[config.mk]
export PLATFORM = sky130hd
export DESIGN_NAME = adc_averager_flat
export DESIGN_NICKNAME = d
export VERILOG_FILES = /design/src/rtl/adc_pkg.sv /design/src/rtl/adc_averager_if.sv /design/src/rtl/adc_avg_accum.sv /design/src/rtl/adc_averager.sv /design/src/flat_wrapper.sv
export SDC_FILE = /design/constraint.sdc
export NUM_CORES = 1
export LEC_CHECK = 0
export CAP_MARGIN = 0
export CORE_MARGIN = 5
export CORE_UTILIZATION = 40
export DETAILED_ROUTE_END_ITERATION = 10
export PLACE_DENSITY = 0.61
export RECOVER_POWER = 100
export SETUP_SLACK_MARGIN = 0.5
export SYNTH_ARGS = -nofsm -noshare
export SYNTH_HDL_FRONTEND = slang
export SYNTH_HIERARCHICAL = 1
export SYNTH_SLANG_ARGS = --single-unit
[constraint.sdc]
create_clock -name clk -period 9 [get_ports clk]
set_input_delay 0.9 -clock clk [delete_from_list [all_inputs] [get_ports clk]]
set_output_delay 0.9 -clock clk [all_outputs]
set_load 0.02 [all_outputs]
[src/rtl/adc_pkg.sv]
// Shared types and sizing helpers for the ADC averaging path.
package adc_pkg;

    typedef enum logic [0:0] {
        ST_IDLE = 1'b0,
        ST_ACC  = 1'b1
    } avg_state_t;

    localparam int MAX_LOG2_AVG_DEFAULT = 8;

    // Accumulator must hold 2^max_log2_avg full-scale samples without wrapping.
    function automatic int acc_width(input int data_width, input int max_log2_avg);
        return data_width + max_log2_avg;
    endfunction

endpackage

[src/rtl/adc_averager_if.sv]
// Valid/ready sample stream; master drives data, slave drives ready.
interface adc_averager_if #(
    parameter int DATA_WIDTH = 32
) ();
    logic [DATA_WIDTH-1:0] tdata;
    logic                  tvalid;
    logic                  tready;
    logic                  tlast;

    modport master (output tdata, output tvalid, output tlast, input tready);
    modport slave  (input tdata, input tvalid, output tready);
endinterface

[src/rtl/adc_avg_accum.sv]
// Window accumulator: sums 2^n signed samples and reports the floored mean
// combinationally on the cycle the final sample of the window is accepted.
module adc_avg_accum
    import adc_pkg::*;
#(
    parameter int DATA_WIDTH   = 32,
    parameter int MAX_LOG2_AVG = MAX_LOG2_AVG_DEFAULT
) (
    input  logic                  clk,
    input  logic                  resetn,
    input  logic                  i_flush,
    input  logic                  i_sample_valid,
    input  logic [DATA_WIDTH-1:0] i_sample,
    input  logic [3:0]            i_log2_avg,
    output logic                  o_done,
    output logic [DATA_WIDTH-1:0] o_result
);
    localparam int         ACC_W = acc_width(DATA_WIDTH, MAX_LOG2_AVG);
    localparam int         CNT_W = MAX_LOG2_AVG + 1;
    localparam logic [3:0] MAX_N = 4'(MAX_LOG2_AVG);

    logic [ACC_W-1:0] r_acc;
    logic [CNT_W-1:0] r_cnt;
    logic [3:0]       r_n;

    logic             w_first;
    logic [3:0]       w_clamped;
    logic [3:0]       w_n;
    logic [ACC_W-1:0] w_sum;
    logic [CNT_W-1:0] w_cnt_next;
    logic [CNT_W-1:0] w_target;

    // Window arithmetic; the window size is frozen by the first sample.
    always_comb begin
        w_first    = (r_cnt == {CNT_W{1'b0}});
        w_clamped  = (i_log2_avg > MAX_N) ? MAX_N : i_log2_avg;
        w_n        = w_first ? w_clamped : r_n;
        w_sum      = r_acc + {{MAX_LOG2_AVG{i_sample[DATA_WIDTH-1]}}, i_sample};
        w_cnt_next = r_cnt + {{(CNT_W-1){1'b0}}, 1'b1};
        w_target   = {{(CNT_W-1){1'b0}}, 1'b1} << w_n;
        o_done     = i_sample_valid && (w_cnt_next == w_target);
        o_result   = DATA_WIDTH'($signed(w_sum) >>> w_n);
    end

    // Accumulator, window count and latched shift amount.
    always_ff @(posedge clk or negedge resetn) begin
        if (!resetn) begin
            r_acc <= {ACC_W{1'b0}};
            r_cnt <= {CNT_W{1'b0}};
            r_n   <= 4'd0;
        end else if (i_flush) begin
            r_acc <= {ACC_W{1'b0}};
            r_cnt <= {CNT_W{1'b0}};
        end else if (i_sample_valid) begin
            if (w_first) begin
                r_n <= w_clamped;
            end
            if (o_done) begin
                r_acc <= {ACC_W{1'b0}};
                r_cnt <= {CNT_W{1'b0}};
            end else begin
                r_acc <= w_sum;
                r_cnt <= w_cnt_next;
            end
        end
    end

endmodule

[src/rtl/adc_averager.sv]
// Boxcar averager for the ADC sample stream with framed, single-entry output.
// Optional feature macro: ADC_AVERAGER_DROP_COUNT_EN adds a saturating drop_count output.
module adc_averager
    import adc_pkg::*;
#(
    parameter int DATA_WIDTH   = 32,
    parameter int MAX_LOG2_AVG = MAX_LOG2_AVG_DEFAULT
) (
    input  logic         clk,
    input  logic         resetn,
    input  logic         enable,
    input  logic [3:0]   log2_avg,
    input  logic [15:0]  frame_len,
    adc_averager_if.slave  s_axis,
    adc_averager_if.master m_axis,
    output logic         overflow
`ifdef ADC_AVERAGER_DROP_COUNT_EN
    ,
    output logic [15:0]  drop_count
`endif
);
    avg_state_t            r_state;
    logic                  r_enable_d;
    logic                  r_m_valid;
    logic [DATA_WIDTH-1:0] r_m_data;
    logic                  r_m_last;
    logic [15:0]           r_frame_cnt;
    logic [15:0]           r_frame_len;
    logic                  r_overflow;

    logic                  w_accept;
    logic                  w_done;
    logic [DATA_WIDTH-1:0] w_result;
    logic                  w_out_hs;
    logic                  w_load;
    logic                  w_drop;
    logic [15:0]           w_len_in;
    logic [15:0]           w_len;
    logic                  w_last;
    logic                  w_en_rise;

    // The ADC cannot be stalled, so ready follows reset only.
    assign s_axis.tready = resetn;
    assign m_axis.tvalid = r_m_valid;
    assign m_axis.tdata  = r_m_data;
    assign m_axis.tlast  = r_m_last;
    assign overflow      = r_overflow;
    assign w_accept      = (r_state == ST_ACC) && enable && s_axis.tvalid;

    adc_avg_accum #(
        .DATA_WIDTH  (DATA_WIDTH),
        .MAX_LOG2_AVG(MAX_LOG2_AVG)
    ) u_accum (
        .clk           (clk),
        .resetn        (resetn),
        .i_flush       (!enable),
        .i_sample_valid(w_accept),
        .i_sample      (s_axis.tdata),
        .i_log2_avg    (log2_avg),
        .o_done        (w_done),
        .o_result      (w_result)
    );

    // A finished window may reuse the output slot if it empties this cycle.
    always_comb begin
        w_out_hs  = r_m_valid && m_axis.tready;
        w_load    = w_done && (!r_m_valid || w_out_hs);
        w_drop    = w_done && !w_load;
        w_len_in  = (frame_len == 16'd0) ? 16'd1 : frame_len;
        w_len     = (r_frame_cnt == 16'd0) ? w_len_in : r_frame_len;
        w_last    = (({1'b0, r_frame_cnt} + 17'd1) == {1'b0, w_len});
        w_en_rise = enable && !r_enable_d;
    end

    // Run/idle FSM, framing counter, output register and sticky overflow.
    always_ff @(posedge clk or negedge resetn) begin
        if (!resetn) begin
            r_state     <= ST_IDLE;
            r_enable_d  <= 1'b0;
            r_m_valid   <= 1'b0;
            r_m_data    <= {DATA_WIDTH{1'b0}};
            r_m_last    <= 1'b0;
            r_frame_cnt <= 16'd0;
            r_frame_len <= 16'd1;
            r_overflow  <= 1'b0;
        end else begin
            r_enable_d <= enable;
            case (r_state)
                ST_IDLE: if (enable)  r_state <= ST_ACC;
                ST_ACC:  if (!enable) r_state <= ST_IDLE;
                default: r_state <= ST_IDLE;
            endcase

            if (!enable) begin
                r_frame_cnt <= 16'd0;
            end else if (w_load) begin
                if (r_frame_cnt == 16'd0) begin
                    r_frame_len <= w_len_in;
                end
                r_frame_cnt <= w_last ? 16'd0 : (r_frame_cnt + 16'd1);
            end

            if (w_load) begin
                r_m_valid <= 1'b1;
                r_m_data  <= w_result;
                r_m_last  <= w_last;
            end else if (w_out_hs) begin
                r_m_valid <= 1'b0;
            end

            if (w_drop) begin
                r_overflow <= 1'b1;
            end else if (w_en_rise) begin
                r_overflow <= 1'b0;
            end
        end
    end

`ifdef ADC_AVERAGER_DROP_COUNT_EN
    logic [15:0] r_drop_cnt;

    assign drop_count = r_drop_cnt;

    // Saturating count of dropped results, cleared alongside overflow.
    always_ff @(posedge clk or negedge resetn) begin
        if (!resetn) begin
            r_drop_cnt <= 16'd0;
        end else if (w_drop) begin
            if (r_drop_cnt != 16'hFFFF) begin
                r_drop_cnt <= r_drop_cnt + 16'd1;
            end
        end else if (w_en_rise) begin
            r_drop_cnt <= 16'd0;
        end
    end
`endif

endmodule

[src/flat_wrapper.sv]
// flat-port wrapper written by rule: the top's interface ports become plain ports
module adc_averager_flat import adc_pkg::*;
#(
    parameter int DATA_WIDTH   = 32,
    parameter int MAX_LOG2_AVG = MAX_LOG2_AVG_DEFAULT
)
  (clk, resetn, enable, log2_avg, frame_len, overflow, s_axis_tdata, s_axis_tvalid, s_axis_tready, m_axis_tdata, m_axis_tvalid, m_axis_tlast, m_axis_tready);
  adc_averager_if #(.DATA_WIDTH(DATA_WIDTH)) s_axis_i ();
  adc_averager_if #(.DATA_WIDTH(DATA_WIDTH)) m_axis_i ();
  input  logic clk;
  input  logic resetn;
  input  logic enable;
  input  logic [3:0] log2_avg;
  input  logic [15:0] frame_len;
  output logic overflow;
  input wire logic [$bits(s_axis_i.tdata)-1:0] s_axis_tdata;
  input wire logic [$bits(s_axis_i.tvalid)-1:0] s_axis_tvalid;
  output wire logic [$bits(s_axis_i.tready)-1:0] s_axis_tready;
  output wire logic [$bits(m_axis_i.tdata)-1:0] m_axis_tdata;
  output wire logic [$bits(m_axis_i.tvalid)-1:0] m_axis_tvalid;
  output wire logic [$bits(m_axis_i.tlast)-1:0] m_axis_tlast;
  input wire logic [$bits(m_axis_i.tready)-1:0] m_axis_tready;
  assign s_axis_i.tdata = s_axis_tdata;
  assign s_axis_i.tvalid = s_axis_tvalid;
  assign s_axis_tready = s_axis_i.tready;
  assign m_axis_tdata = m_axis_i.tdata;
  assign m_axis_tvalid = m_axis_i.tvalid;
  assign m_axis_tlast = m_axis_i.tlast;
  assign m_axis_i.tready = m_axis_tready;
  adc_averager #(.DATA_WIDTH(DATA_WIDTH), .MAX_LOG2_AVG(MAX_LOG2_AVG)) u_core (.clk(clk), .resetn(resetn), .enable(enable), .log2_avg(log2_avg), .frame_len(frame_len), .s_axis(s_axis_i), .m_axis(m_axis_i), .overflow(overflow));
endmodule
==> results of run 1 <==
[where the power goes]
part / switching [mW] / internal (mW) / total, mW
Sequential: 0.0712 / 0.646 / 0.718
Combinational: 0.524 / 0.347 / 0.871
Clock: 0.295 / 0.414 / 0.710
[path summary, 6_finish.rpt]
path                       slack [ns]                       end                     from
max reg2reg                      2.25     u_core/r_frame_len[8]  u_core/u_accum/r_cnt[0]
min in group asynchronous        1.00  u_core/u_accum/r_acc[15]                   resetn
min                              0.48   u_core/m_axis.tdata[27]  u_core/m_axis.tdata[27]
max in group asynchronous        4.13     u_core/r_frame_len[6]                   resetn
min reg2reg                      0.48   u_core/m_axis.tdata[27]  u_core/m_axis.tdata[27]
max                              2.25     u_core/r_frame_len[8]  u_core/u_accum/r_cnt[0]
[cell type report]
type / instances / area share
clock inverter: 14 / 0.0123
tap: 384 / 0.0369
timing repair buffer: 104 / 0.0756
multi-input combinational: 1178 / 0.604
clock buffer: 18 / 0.0329
sequential: 121 / 0.232
inverter: 20 / 0.00576
[layer usage]
metal  vias to the layer above  share of wire  global-route usage
met5                         -              0                   0
met4                         0          0.032              0.0786
met3                        69          0.061              0.0441
met2                       415           0.46               0.380
met1                      5541           0.44               0.322
li1                       5347              -                   -
[kinds of logic after synthesis]
group                      count (synthesis)  share of synthesized area
AOI/OAI and AO/OA                        421                      0.265
xor gates and xnor gates                  58                     0.0514
adders and majority gates                 44                     0.0486
buffers and inverters                    113                     0.0461
DFF                                      121                      0.264
muxes                                     81                     0.0751
and+or+nand+nor                          574                      0.251
[state kept, by name, indices dropped and copies added, names as in the netlist]
name and flops:
u_core/m_axis.tdata 32, u_core/r_frame_cnt 16, u_core/overflow 1, u_core/r_frame_len 16, u_core/u_accum/r_n 4, u_core/u_accum/r_cnt 9, u_core/m_axis.tlast 1, u_core/m_axis.tvalid 1
u_core/r_enable_d 1, u_core/u_accum/r_acc 40
[cells in the final DEF (no fill, tap or decap), drive strengths merged, types with 7 or more instances in the layout]
master         count
clkdlybuf4s50     54
a221o              7
a311oi             7
a22oi              8
ha                43
buf                7
o211a              7
inv               27
nand2b            10
a211oi            29
a21o              15
o31ai             10
o21a              14
nor2             103
nor4              23
or3               18
and3              17
a21boi             7
nand3             45
clkbuf            24
nand2            243
o221ai             7
mux2              29
a221oi            17
xnor2             23
nand4             20
a31oi             14
mux2i             51
and4               7
a21oi             79
o22ai              8
o21ai             87
nor3              41
a22o              28
and2              18
xor2              29
o211ai            35
dfrtp            120
dlygate4sd3       37
[worst reg2reg max path: cells and delay by family, from the launching register on]
family	cells	cell delay, ns
adder cells (fa/ha/maj)	1	0.17
buffers and inverters	3	1.82
multiplexers	2	0.72
AND/OR/NAND/NOR	7	2.96
flip-flops	1	0.46
AO/OA/AOI/OAI	2	0.50
==> out/results.ini, run 1 <==
[floorplanning]
die_h_um=180
core_area_um2=28500
die_area_um2=32200
start_util=0.403
num_rows=62
fp.dieW_um=180
io_pins=93

[timing]
min_period_ns=6.75
fin_tns_setup_ns=0
setup_viol=0
worst_pin_slew_ns=3.23
setup_ws_ns=2.25
maxClockFrequency_mhz=148
max-slew-margin-rel=-1.15
final_max_slew_viol_count=232
hold_viol_final=0
period_share=0.750
rsz0062_at_grt=false
skew_ns=0.0132
hold_ws_ns=0.476

[yosys]
synth-seq-cells=121
synth_common_cells=241 x nand2_1, 120 x dfrtp_1, 93 x nor2_1, 75 x a21oi_1, 71 x o21ai_0
synth.avg_cell_area_um2=8.14
yosysTopAreaCellShare=0.261
yosysWarnings=6
yosysMostFrequentCell=nand2_1
synth_area_leaders=dfrtp_1 26%, nand2_1 7.9%, ha_1 4.7%, mux2i_1 4.4%, a21oi_1 3.3%
yosysTopAreaCell=dfrtp_1
ys_seq_area_frac=0.264
synth_fp_nets=1513
synth_cells=1412
syn_area_um2=11500
synth_edf_count=0
ys_async_sr_fraction=1.00
ys.flop_type=dfrtp_1
ys_types=105

[layout]
design_area_um2=13000
post-route-util=0.457
final-seq-area_um2=3030
diodes=0
drive_gt1_frac=0.0818
multi_input_area_um2=7880
area_growth_syn_to_layout_pct=13.4
final_cells=1839
nFillCells=2903
nNetsFinal=1543

[clocking]
htreeDepth=4
path_clk_slew_ns=0.07
ctsResizeCount=0
clock-root-buffer=clkbuf_16
cts_buffer_depth=2
clkSinkCount=121
hold_buffers=0
numCtsBuffers=17
postCtsSetupBuffers=0
insertion_delay_ns=0.44
cts_tree=built

[critical_path]
critical_path_class=flip-flop to flip-flop
path_cells=inv_1, ha_1, nor4b_1, nand2_1, mux2i_4, clkbuf_1, nand2_1, a211oi_1, o221ai_2, or4_1, nor2_1, and2_0, buf_4, nand3_1, mux2_2
end_kind=flip-flop
cp-start-kind=flip-flop
critical_path.top_delay_family=simple AND/OR/NAND/NOR gates
cp_slowest_cell=clkbuf_1
path_depth=15
cp_common_cell=nand2_1
critPathMaxFanout=42
cp_num_buf_inv=3
cp.arrival_ns=7.08
reg2reg_depth=15
required_ns=9.32
max_stage_delay_ns=1.30

[drt]
wirelength_um=39000
initialDrtViolationCount=831
wl_per_cell_um=21.2
drt_first_pass_iters=6
num_vias=11400
antenna_left=0
drc=0
routed_via_density=6.18

[place]
dpl.hpwl_um=29200
routabilityCongestion=0.955
place_inst=1807
placed_area_um2=12600
port-buffer-count=92
pre_cts_ws_ns=3.22

[grt]
grt_pass1_wl_um=62500
grt_max_degree=60
grt_overflow=0
grtUsageTotal=0.237
grt_pass1_vias=11000
grt_antenna_before_repair=1

[power]
ir_drop_uv=130
cellLeakagePower_nw=5.49
power.density_nw_per_um2=176
finalPower_mw=2.30

[outcome]
violations=max-capacitance violations, max-slew violations
status=complete, but fails checks

[worst_hold_path]
hp-class=flip-flop to flip-flop
hold_depth=2

[run]
cap_violations=6

Note: power is estimated with default switching activity, not from simulation.
==> run 2: changes to the inputs <==
--- a/config.mk
+++ b/config.mk
@@ -9,7 +9,7 @@
 export CORE_MARGIN = 5
 export CORE_UTILIZATION = 40
 export DETAILED_ROUTE_END_ITERATION = 10
-export PLACE_DENSITY = 0.61
+export PLACE_DENSITY = 0.64
 export RECOVER_POWER = 100
 export SETUP_SLACK_MARGIN = 0.5
 export SYNTH_ARGS = -nofsm -noshare
==> constraint.sdc (replaced) <==
create_clock -name clk -period 5.5 [get_ports clk]
set_input_delay 0.55 -clock clk [delete_from_list [all_inputs] [get_ports clk]]
set_output_delay 0.55 -clock clk [all_outputs]
set_load 0.02 [all_outputs]
==> run 2 against run 1 <==
The flow still finishes with violations (max-capacitance violations, max-slew violations); worst hold slack got worse by 0.062 ns; utilization rose by 0.24 points; sequential share of layout area fell by 0.12 points; critical path depth did not move; non-clock buffer count rose by 11; count of clock-buffer cells in the layout rose by 2; first-iteration DRC count rose by 29%; critical path type unchanged; largest cell class unchanged.
==> out/results.ini, run 2 (same netlist as run 1, synthesis figures left out) <==
[outcome]
status=complete, but fails checks
violations=max-capacitance violations, max-slew violations

[clocking]
insertion_delay_ns=0.44  ; about the same
postCtsSetupBuffers=0  ; unchanged
clock-root-buffer=clkbuf_16
numCtsBuffers=17  ; unchanged
hold_buffers=0  ; unchanged
ctsResizeCount=0  ; unchanged
clkSinkCount=121  ; unchanged
path_clk_slew_ns=0.07  ; about the same
cts_tree=built
cts_buffer_depth=2  ; unchanged
htreeDepth=4  ; unchanged

[place]
dpl.hpwl_um=28600  ; -2.1%
routabilityCongestion=0.971  ; +1.7%
place_inst=1818  ; +0.61%
port-buffer-count=92  ; unchanged

[layout]
multi_input_area_um2=7880  ; about the same
drive_gt1_frac=0.0900  ; +0.00825
largest_register_ffs=40  ; unchanged
nNetsFinal=1554  ; +0.71%
final_cells=1850  ; +0.60%
regMostFlops=u_core/u_accum/r_acc
layout_commonest_cell=nand2_1
layout_common_cells=242 x nand2_1, 120 x dfrtp_1, 91 x nor2_1
final-seq-area_um2=3030  ; unchanged
nFillCells=2867  ; -1.2%
diodes=0  ; unchanged
area_growth_syn_to_layout_pct=14.0

[floorplanning]
core_area_um2=28500  ; unchanged
io_pins=93  ; unchanged
fp.dieW_um=180  ; unchanged
die_area_um2=32200  ; unchanged
start_util=0.403  ; unchanged
num_rows=62  ; unchanged
die_h_um=180  ; unchanged

[power]
cellLeakagePower_nw=5.56  ; +1.3%
power.density_nw_per_um2=284  ; +61%
p_int_mw=2.27  ; +61%
combPwrFrac=0.386  ; +0.007
finalPower_mw=3.72  ; +62%
power_frac_seq=0.315  ; +0.003
p_clk_frac=0.299  ; -0.010
ir_drop_uv=200  ; +53%
switching_share=0.389  ; +0.00134
power.switching_mw=1.45  ; +62%

[critical_path]
cp_num_buf_inv=3  ; unchanged
critPathMaxFanout=34  ; -19%
end_kind=flip-flop
cp.arrival_ns=5.21  ; -1.87 ns
cp-start-kind=flip-flop
cp_common_cell=nand2_1
required_ns=5.79  ; -3.53 ns
path_cells=inv_1, ha_1, or4b_4, o21ai_0, nand2_1, clkbuf_1, a211oi_2, o221ai_1, or4_1, nor2_1, nand2_1, buf_4, or3_1, xor2_1, nor2_2
critical_path_class=flip-flop to flip-flop
critical_path.top_delay_family=simple AND/OR/NAND/NOR gates
max_stage_delay_ns=0.64  ; -0.66 ns
cp_slowest_cell=or4_1

[timing]
skew_ns=0.0162  ; +0.00298 ns
fin_tns_setup_ns=0  ; unchanged
final_max_slew_viol_count=52  ; -78%
max-slew-margin-rel=-0.888  ; +0.266
hold_ws_ns=0.415  ; -0.0617 ns
setup_viol=0  ; unchanged
min_period_ns=4.92  ; -1.83 ns
period_share=0.894  ; +0.144
maxClockFrequency_mhz=203  ; +37%
rsz0062_at_grt=false
worst_pin_slew_ns=2.83  ; -0.398 ns
hold_viol_final=0  ; unchanged

[drt]
initialDrtViolationCount=1075  ; +29%
routed_via_density=6.14  ; -0.79%
drt_first_pass_iters=6  ; unchanged
drc=0  ; unchanged
antenna_left=0  ; unchanged
wirelength_um=38400  ; -1.7%
num_vias=11400  ; -0.19%
wl_per_cell_um=20.7  ; -2.3%

[grt]
grt_pass1_vias=11000  ; +0.0091%
grtUsageTotal=0.233  ; -0.00354
grt_pass1_wl_um=61500  ; -1.5%
grt_overflow=0  ; unchanged
grt_max_degree=52  ; -13%
grt_antenna_before_repair=0  ; -1

[worst_hold_path]
hp-class=primary input to async pin

[run]
cap_violations=1  ; -5

run 2: power groups by stage:
stage          Sequential, mW  Clock, mW  Combinational, mW
2_1_floorplan            1.29          0              0.780
3_5_place_dp             1.19          0               1.47
4_1_cts                  1.18       1.14               1.48
6_report                 1.17       1.11               1.44
3_3_place_gp             1.19          0               1.47
5_1_grt                  1.20       1.18               1.55
run 2: cell type report:
class / instances / share of cell area
Multi-Input combinational cell: 1178 / 0.602
Sequential cell: 121 / 0.231
Tap cell: 384 / 0.0367
Clock inverter: 12 / 0.00898
Inverter: 20 / 0.00573
Clock buffer: 20 / 0.0341
Timing Repair Buffer: 115 / 0.0817
run 2: per-layer routing:
layer | global-route usage | wire, um | up-vias
met1 | 0.316 | 17100 | 5477
met3 | 0.0378 | 2150 | 76
met4 | 0.0878 | 1320 | 0
met5 | 0 | 0 | -
li1 | - | - | 5385
met2 | 0.375 | 17800 | 412
run 2: metrics by stage:
stage | utilization | setup WS (ns) | area [um2]
6_report | 0.459 | 0.583 | 13100
5_1_grt | 0.459 | 0.271 | 13100
4_1_cts | 0.462 | 0.760 | 13200
3_5_place_dp | 0.442 | 0.621 | 12600
3_3_place_gp | 0.442 | 0.618 | 12600
2_1_floorplan | - | 1.29 | 11500
run 2: worst paths after layout:
| check | from | to | cells past startpoint | slack (ns) |
|---|---|---|---|---|
| max in group asynchronous | resetn | u_core/u_accum/r_cnt[6] | 3 | 1.27 |
| hold / removal | resetn | u_core/u_accum/r_acc[13] | 1 | 0.41 |
| setup / recovery | u_core/u_accum/r_cnt[0] | u_core/r_frame_cnt[13] | 15 | 0.58 |
| setup reg to reg | u_core/u_accum/r_cnt[0] | u_core/r_frame_cnt[13] | 15 | 0.58 |
| hold reg to reg | u_core/m_axis.tdata[15] | u_core/m_axis.tdata[15] | 2 | 0.47 |
| min in group clk | u_core/m_axis.tdata[15] | u_core/m_axis.tdata[15] | 2 | 0.47 |
run 2: worst register-to-register path, stage by stage, from the launching register on:
cell      delay (ns)
dfrtp_1         0.46
inv_1           0.12
ha_1            0.17
or4b_4          0.51
o21ai_0         0.56
nand2_1         0.11
clkbuf_1        0.38
a211oi_2        0.30
o221ai_1        0.20
or4_1           0.64
nor2_1          0.21
nand2_1         0.16
buf_4           0.28
or3_1           0.44
xor2_1          0.20
nor2_2          0.04
==> run 3: changes to the inputs <==
--- a/config.mk
+++ b/config.mk
@@ -5,7 +5,7 @@
 export SDC_FILE = /design/constraint.sdc
 export NUM_CORES = 1
 export LEC_CHECK = 0
-export CAP_MARGIN = 0
+export CAP_MARGIN = 25
 export CORE_MARGIN = 5
 export CORE_UTILIZATION = 40
 export DETAILED_ROUTE_END_ITERATION = 10
==> results of run 3 <==
Final layout, timing and power as in run 2 (identical DEF).
